**src/rtl/m_multicycle_ctrl.sv**
```systemverilog
// Multi-cycle IF/ID/EX/MA/WB sequencer for the RV32 datapath with req/ack memory handshakes.
// Optional stall performance counter enabled by defining CTRL_PERF_EN.
module m_multicycle_ctrl #(
  parameter logic [7:0] STALL_MAX = 8'd15,
  parameter logic [4:0] HALT_REG  = 5'd30
) (
  input  logic        w_clk,
  input  logic        w_rst,
  input  logic        w_run,
  input  logic [4:0]  w_opcode,
  input  logic [4:0]  w_rd,
  input  logic        w_br_taken,
  input  logic        w_imem_ack,
  input  logic        w_dmem_ack,
  output logic        w_imem_req,
  output logic        w_ir_we,
  output logic        w_pc_we,
  output logic        w_pc_sel,
  output logic        w_rf_we,
  output logic        w_dmem_req,
  output logic        w_dmem_we,
  output logic        w_wb_sel,
  output logic [2:0]  r_state,
  output logic        r_halted,
  output logic        r_timeout,
  output logic [31:0] r_retired,
  output logic [31:0] r_stall_cnt
);

  typedef enum logic [2:0] {
    S_IDLE = 3'd0,
    S_IF   = 3'd1,
    S_ID   = 3'd2,
    S_EX   = 3'd3,
    S_MA   = 3'd4,
    S_WB   = 3'd5,
    S_HALT = 3'd6
  } state_t;

  localparam logic [4:0] OP_LOAD   = 5'b00000;
  localparam logic [4:0] OP_STORE  = 5'b01000;
  localparam logic [4:0] OP_BRANCH = 5'b11000;

  state_t     state_r;
  state_t     state_nxt_s;
  logic [7:0] wait_cnt_r;
  logic       is_load_s;
  logic       is_store_s;
  logic       is_branch_s;
  logic       retire_s;
  logic       timeout_s;
  logic       wait_s;

  assign is_load_s   = (w_opcode == OP_LOAD);
  assign is_store_s  = (w_opcode == OP_STORE);
  assign is_branch_s = (w_opcode == OP_BRANCH);
  assign r_state     = state_r;

  // Next-state, strobe decode and retire/timeout events; everything held low in reset.
  always_comb begin
    state_nxt_s = state_r;
    retire_s    = 1'b0;
    timeout_s   = 1'b0;
    wait_s      = 1'b0;
    w_imem_req  = 1'b0;
    w_ir_we     = 1'b0;
    w_pc_we     = 1'b0;
    w_pc_sel    = 1'b0;
    w_rf_we     = 1'b0;
    w_dmem_req  = 1'b0;
    w_dmem_we   = 1'b0;
    w_wb_sel    = 1'b0;
    if (w_rst) begin
      state_nxt_s = S_IDLE;
    end else begin
      case (state_r)
        S_IDLE: begin
          if (w_run) begin
            state_nxt_s = S_IF;
          end else begin
            state_nxt_s = S_IDLE;
          end
        end
        S_IF: begin
          w_imem_req = 1'b1;
          if (w_imem_ack) begin
            w_ir_we     = 1'b1;
            state_nxt_s = S_ID;
          end else begin
            wait_s = 1'b1;
            if (wait_cnt_r == STALL_MAX) begin
              timeout_s   = 1'b1;
              state_nxt_s = S_HALT;
            end else begin
              state_nxt_s = S_IF;
            end
          end
        end
        S_ID: begin
          state_nxt_s = S_EX;
        end
        S_EX: begin
          if (is_branch_s) begin
            w_pc_we     = 1'b1;
            w_pc_sel    = w_br_taken;
            retire_s    = 1'b1;
            state_nxt_s = S_IF;
          end else if (is_load_s || is_store_s) begin
            state_nxt_s = S_MA;
          end else begin
            state_nxt_s = S_WB;
          end
        end
        S_MA: begin
          w_dmem_req = 1'b1;
          w_dmem_we  = is_store_s;
          if (w_dmem_ack) begin
            if (is_store_s) begin
              w_pc_we     = 1'b1;
              retire_s    = 1'b1;
              state_nxt_s = S_IF;
            end else begin
              state_nxt_s = S_WB;
            end
          end else begin
            wait_s = 1'b1;
            if (wait_cnt_r == STALL_MAX) begin
              timeout_s   = 1'b1;
              state_nxt_s = S_HALT;
            end else begin
              state_nxt_s = S_MA;
            end
          end
        end
        S_WB: begin
          w_rf_we  = 1'b1;
          w_wb_sel = is_load_s;
          w_pc_we  = 1'b1;
          w_pc_sel = 1'b0;
          retire_s = 1'b1;
          if (w_rd == HALT_REG) begin
            state_nxt_s = S_HALT;
          end else begin
            state_nxt_s = S_IF;
          end
        end
        S_HALT: begin
          state_nxt_s = S_HALT;
        end
        default: begin
          state_nxt_s = S_IDLE;
        end
      endcase
    end
  end

  // State register with halt/timeout flags and retired-instruction count.
  always_ff @(posedge w_clk) begin
    if (w_rst) begin
      state_r   <= S_IDLE;
      r_halted  <= 1'b0;
      r_timeout <= 1'b0;
      r_retired <= 32'd0;
    end else begin
      state_r   <= state_nxt_s;
      r_halted  <= (state_nxt_s == S_HALT);
      r_timeout <= r_timeout | timeout_s;
      r_retired <= r_retired + {31'd0, retire_s};
    end
  end

  // Ack wait counter: restarts on every entry into IF or MA.
  always_ff @(posedge w_clk) begin
    if (w_rst) begin
      wait_cnt_r <= 8'd0;
    end else if (((state_nxt_s == S_IF) || (state_nxt_s == S_MA)) && (state_nxt_s != state_r)) begin
      wait_cnt_r <= 8'd0;
    end else if (wait_s && (wait_cnt_r != 8'hFF)) begin
      wait_cnt_r <= wait_cnt_r + 8'd1;
    end else begin
      wait_cnt_r <= wait_cnt_r;
    end
  end

`ifdef CTRL_PERF_EN
  // Saturating count of IF/MA cycles spent without an ack.
  always_ff @(posedge w_clk) begin
    if (w_rst) begin
      r_stall_cnt <= 32'd0;
    end else if (wait_s && (r_stall_cnt != 32'hFFFF_FFFF)) begin
      r_stall_cnt <= r_stall_cnt + 32'd1;
    end else begin
      r_stall_cnt <= r_stall_cnt;
    end
  end
`else
  assign r_stall_cnt = 32'd0;
`endif

endmodule

```
**config.mk**
```make
export PLATFORM = sky130hd
export DESIGN_NAME = m_multicycle_ctrl
export DESIGN_NICKNAME = d
export VERILOG_FILES = /design/src/rtl/m_multicycle_ctrl.sv
export SDC_FILE = /design/constraint.sdc
export NUM_CORES = 1
export LEC_CHECK = 0
export CORE_MARGIN = 5
export CORE_UTILIZATION = 35
export DETAILED_ROUTE_END_ITERATION = 7
export GPL_ROUTABILITY_DRIVEN = 0
export MAX_ROUTING_LAYER = met4
export PLACE_DENSITY = 0.65
export SLEW_MARGIN = 25
export SYNTH_ARGS = -nofsm -noshare
export SYNTH_HDL_FRONTEND = slang
export SYNTH_SLANG_ARGS = --single-unit
```
**constraint.sdc**
```tcl
create_clock -name w_clk -period 3 [get_ports w_clk]
set_input_delay 0.45 -clock w_clk [delete_from_list [all_inputs] [get_ports w_clk]]
set_output_delay 0.45 -clock w_clk [all_outputs]
set_load 0.02 [all_outputs]
```
After elaboration in Yosys (flattened, before gate mapping)
Index checks and enable logic that the tools add are counted.
{ "totals": {"register_bits": 45, "in_bits": 16, "elab_cells": 71} }
{ "op_classes": {"n_addsub": 2, "eq_ne": 15, "mux": 41, "n_bitwise": 1, "reduce_logical": 7} }
{ "op_table": {"columns": ["cell", "count"], "rows": [
  ["adder 32 x 1 -> 32 bit", 1],
  ["two-way mux 1 bit", 29],
  ["two-way mux 3 bit", 7],
  ["case mux 3 bit (7 select lines)", 1],
  ["== test 3 bit (second input constant)", 5],
  ["== test 5 bit (second input constant)", 2],
  ["adder 8 x 1 -> 8 bit (second input constant)", 1],
  ["== test 8 x 4 -> 1 bit (second input constant)", 1],
  ["!= test 8 bit (second input constant)", 1],
  ["== test 3 x 1 -> 1 bit (second input constant)", 2],
  ["== test 3 x 2 -> 1 bit (second input constant)", 2],
  ["== test 5 x 4 -> 1 bit (second input constant)", 1],
  ["logical NOT 5 bit", 1],
  ["case mux 1 bit (2 select lines)", 2],
  ["logical NOT 3 bit", 1],
  ["!= test 3 bit", 1],
  ["case mux 1 bit (3 select lines)", 1],
  ["logical AND 1 bit", 2],
  ["logical OR 1 bit", 2],
  ["two-way mux 2 bit", 1],
  ["OR reduction 2 bit", 1],
  ["OR 1 bit", 1]
]} }

Longest topological paths before layout
{ "depth": {"word_depth": 10, "ltp_mapped": 12, "depth_no_buf": 11} }

Least setup slack after synthesis
OpenSTA, ideal clock, no wires.
{ "synth_timing": {"path_type": "register -> register", "start": "reg state_r[1] (netlist: r_state[1])", "end": "reg r_retired[24]", "t_arrival_ns": 3.091, "t_required_ns": 2.872, "setup_slack_ns": -0.218, "path_stages_with_launch": 13, "path_buffers": 1, "cell_sequence": "dfxtp_1 -> clkbuf_1 -> inv_1 -> or4_1 -> o21a_1 -> nor2_1 -> ha_1 -> ha_1 -> nand3_1 -> nor3_1 -> nand2_1 -> xor2_1 -> nor2_1"} }
{ "synth_via": {"elab_chain_cells": 4, "word_cells_on_any_way": 6, "cone_classes": "add/sub (1); eq/ne (3); mux (2)"} }
{ "synth_lines": {"columns": ["element", "line_no", "rtl"], "rows": [
  ["start: declaration", "44", "state_t state_r;"],
  ["start signal: assignment", "165", "state_r <= state_nxt_s;"],
  ["== test 3 bit or == test 3 x 2 -> 1 bit (tied branches)", null, null],
  ["case mux 1 bit (3 select lines) *", null, null],
  ["two-way mux 1 bit *", null, null],
  ["net w_pc_we", "17", "output logic w_pc_we,"],
  ["adder 32 x 1 -> 32 bit *", "168", "r_retired <= r_retired + {31'd0, retire_s};"],
  ["end signal: assignment", "168", null],
  ["end: declaration", "26", "output logic [31:0] r_retired,"]
]} }
The timed path passes the listed nets; every way through them passes the cells marked *.
A chain may end at the register's enable or synchronous reset.

Worst setup path in the final report
{ "layout_timing": {"start": "in w_opcode[3]", "end": "reg r_retired[24]"} }
{ "layout_via": {"elab_chain_cells": 6, "word_cells_on_any_way": 8, "cone_classes": "add/sub (1); eq/ne (2); mux (5)"} }
{ "layout_lines": {"columns": ["element", "line_no", "rtl"], "rows": [
  ["start: declaration", "10", "input logic [4:0] w_opcode,"],
  ["== test 5 x 4 -> 1 bit", "55", "assign is_store_s = (w_opcode == OP_STORE);"],
  ["two-way mux 1 bit", "118", "if (is_store_s) begin"],
  ["two-way mux 1 bit", "117", "if (w_dmem_ack) begin"],
  ["case mux 1 bit (3 select lines) *", "76", "case (state_r)"],
  ["two-way mux 1 bit *", "73", "if (w_rst) begin"],
  ["adder 32 x 1 -> 32 bit *", "168", null]
]} }
Every way passes the cells marked *; elsewhere a longest branch is shown, timed or not.

==> out/metrics.csv <==
metric;value;unit
status;complete, no violations;
#FFs+latches synth;45;
Post-DRT Antenna Nets;0;
CTS Hold Bufs;0;
clock-pin slew on the worst setup and hold paths;0.09;ns
pwr dens;350;nW/µm²
CP bufs+invs;2;
Starting Density;0.361;
TritonCTS clock tree;yes;
# setup viols final;0;
worst setup margin;0.246;ns
Max Cap Viol;0;
total wire length;5910;µm
global-route wire length before repair;9180;µm
clk sinks;45;
period utilisation layout;0.918;
row count;30;
Pins Over Slew Limit;0;
starting DRC count in detailed routing;179;
asr flop ratio synth;0;
Crit path largest cell delay;0.53;ns
GR Util All Layers;0.133;
DP HPWL;4540;µm
share of post-route cells with drive strength above 1;0.115;
worst-path maximum fanout;4;
Fin Hold WS;0.489;ns
unrepaired setup endpoints after global routing;no;
leakage power;1.28;nW
boundary pin count;93;
vias in the first global route;1873;
min-delay worst type;reg2reg;
Tightest Pin Transition;0.618;ns
core area;6790;µm²
Final Util;0.485;
CTS H-Tree Depth;2;
largest net degree at the start of global routing;33;
Worst Clk Skew;0.00984;ns
# port buffers;60;
Clock Path Buffers;2;
peak supply drop;0.154;mV
Hold Violations, Final;0;
WS Path Type;in2reg;
FMAX;363;MHz
Seq/Total Area, Yosys;0.368;
detailed-route via count;2198;
EDFF count, synth;0;
Area Overhead vs Synth;34.4;%
die area;8780;µm²
startpoint types;primary input;
post-synthesis cell count;289;
total CTS buffers;5;
DR WL/cell;12.8;µm
Final nets;384;
Syn. warnings;0;
DR pass1 iterations;4;
slowest CP cell;clkdlybuf4s50_1;
DIE HEIGHT;93.7;µm
DR DRC count;0;
initial antenna violation count;0;
gr ovfl total;0;
min cycle time layout;2.75;ns
Avg Cell Area, Syn;8.48;µm²
clock latency on the worst-skew pair;0.30;ns
ys flop type;dfxtp_1;
Place WS;-0.292;ns
Post-Synthesis Cell Area;2450;µm²
CP Cell Sequence;clkdlybuf4s50_1, nand2_1, or4_4, o21a_1, nor2_2, ha_2, ha_2, nand3_2, nor3_2, buf_4, nand2_1, xor2_1, nor2_1;
FF-to-FF setup slack;0.50;ns
critical path arrival;2.94;ns
vias per inst;4.76;
CP endpoint kind;flop;
Max transition margin;0.584;
Final Power;1.15;mW
root buffer cell;clkbuf_8;
Top Family by Delay on Critical Path;simple AND/OR/NAND/NOR gates;
ANT cells;0;
Synth cell types;45;
Die X;93.7;µm
WP data required;3.19;ns
==> cell families (layout without fill, tap and decap cells) <==
family / after synthesis / in the layout / share of synthesized area
AOI/OAI and AO/OA: 18 / 18 / 0.0551
xor gates and xnor gates: 35 / 35 / 0.125
adders and majority gates: 3 / 3 / 0.0153
buffers and inverters: 39 / 85 / 0.109
DFF: 45 / 45 / 0.368
muxes: 2 / 2 / 0.00817
other: 1 / 32 / 0.00153
and+or+nand+nor: 146 / 146 / 0.319
==> sequential cells by signal (all words and copies together) (netlist names) <==
| name | flops |
|---|---|
| r_retired | 32 |
| wait_cnt_r | 8 |
| r_state | 3 |
| r_timeout | 1 |
| r_halted | 1 |
==> per-stage QoR <==
stage / setup TNS, ns / instances / area (µm²)
3_5_place_dp: -5.17 / 453 / 3140
2_1_floorplan: 0 / 320 / 2570
4_1_cts: 0 / 461 / 3230
3_3_place_gp: -4.30 / 453 / 3140
5_1_grt: 0 / 462 / 3290
6_report: 0 / 462 / 3290
==> timing repair <==
| action | CTS | global route |
|---|---|---|
| resized for setup | 2 | 14 |
| cloned | 0 | 0 |
| setup buffers | 0 | 1 |
| setup endpoints to repair | 2 | 18 |
| endpoints found under the hold margin | 0 | 0 |
| pin swaps | 0 | 7 |
==> worst reg2reg max path, delay by kind of cell, from the launching register on <==
kind / cells / cell delay, ns
flip-flops: 1 / 0.33
AND/OR/NAND/NOR: 6 / 1.13
AO/OA/AOI/OAI: 1 / 0.13
adder cells (fa/ha/maj): 2 / 0.41
buffers and inverters: 2 / 0.27
XOR/XNOR: 1 / 0.14
==> cells in the mapped netlist, types with 2 or more instances <==
cell / count / area, µm²
a21oi_1: 3 / 15.0
and2_1: 2 / 12.5
and3_1: 8 / 50.1
and4_1: 4 / 35.0
buf_4: 32 / 240
clkbuf_1: 5 / 18.8
dfxtp_1: 45 / 901
ha_1: 3 / 37.5
mux2i_1: 2 / 20.0
nand2_1: 17 / 63.8
nand2b_1: 4 / 25.0
nand3_1: 14 / 70.1
nand4_1: 10 / 62.6
nand4b_1: 2 / 17.5
nor2_1: 47 / 176
nor2b_1: 4 / 25.0
nor3_1: 16 / 80.1
nor3b_1: 4 / 30.0
nor4_1: 3 / 18.8
o211ai_1: 2 / 15.0
o21ai_0: 3 / 15.0
or3_1: 3 / 18.8
xnor2_1: 9 / 78.8
xor2_1: 26 / 228
==> per-layer routing <==
metal / global-route usage / up-vias / routed length, µm
li1: - / 1088 / -
met1: 0.185 / 1029 / 2770
met2: 0.194 / 76 / 2590
met3: 0.0240 / 5 / 472
met4: 0.0469 / 0 / 76
met5: - / - / 0
==> cells in the final DEF, fill, tap and decap left out, types with 5 or more instances in the layout <==
master | netlist | layout
clkdlybuf4s50_1 | 0 | 55
dfxtp_1 | 45 | 45
nand3_1 | 14 | 12
xnor2_1 | 9 | 9
xor2_1 | 26 | 25
nand2_1 | 17 | 17
conb_1 | 1 | 32
nand4_1 | 10 | 10
buf_4 | 32 | 16
nor2_1 | 47 | 45
and3_1 | 8 | 8
clkbuf_8 | 0 | 5
nor3_1 | 16 | 14
==> power breakdown <==
group | internal [mW] | switching, mW
Sequential | 0.601 | 0.00305
Clock | 0.165 | 0.216
Combinational | 0.0570 | 0.109
==> worst paths after layout <==
kind,start,end,depth (start not counted)
setup / recovery,w_opcode[3],r_retired[24]$_SDFF_PP0_,13
hold / removal,r_timeout$_SDFF_PP0_,r_timeout$_SDFF_PP0_,2
setup reg to reg,r_state[1]$_SDFF_PP0_,r_retired[24]$_SDFF_PP0_,12
hold reg to reg,r_timeout$_SDFF_PP0_,r_timeout$_SDFF_PP0_,2
==> area by class of cell <==
type	instances	area (µm²)
fill	682	3500
multi-input combinational	236	1450
tap	96	120
clock inverter	3	21.3
timing repair buffer	76	726
sequential	45	901
inverter	1	3.75
clock buffer	5	68.8
Power figures use the tool's default switching activity.
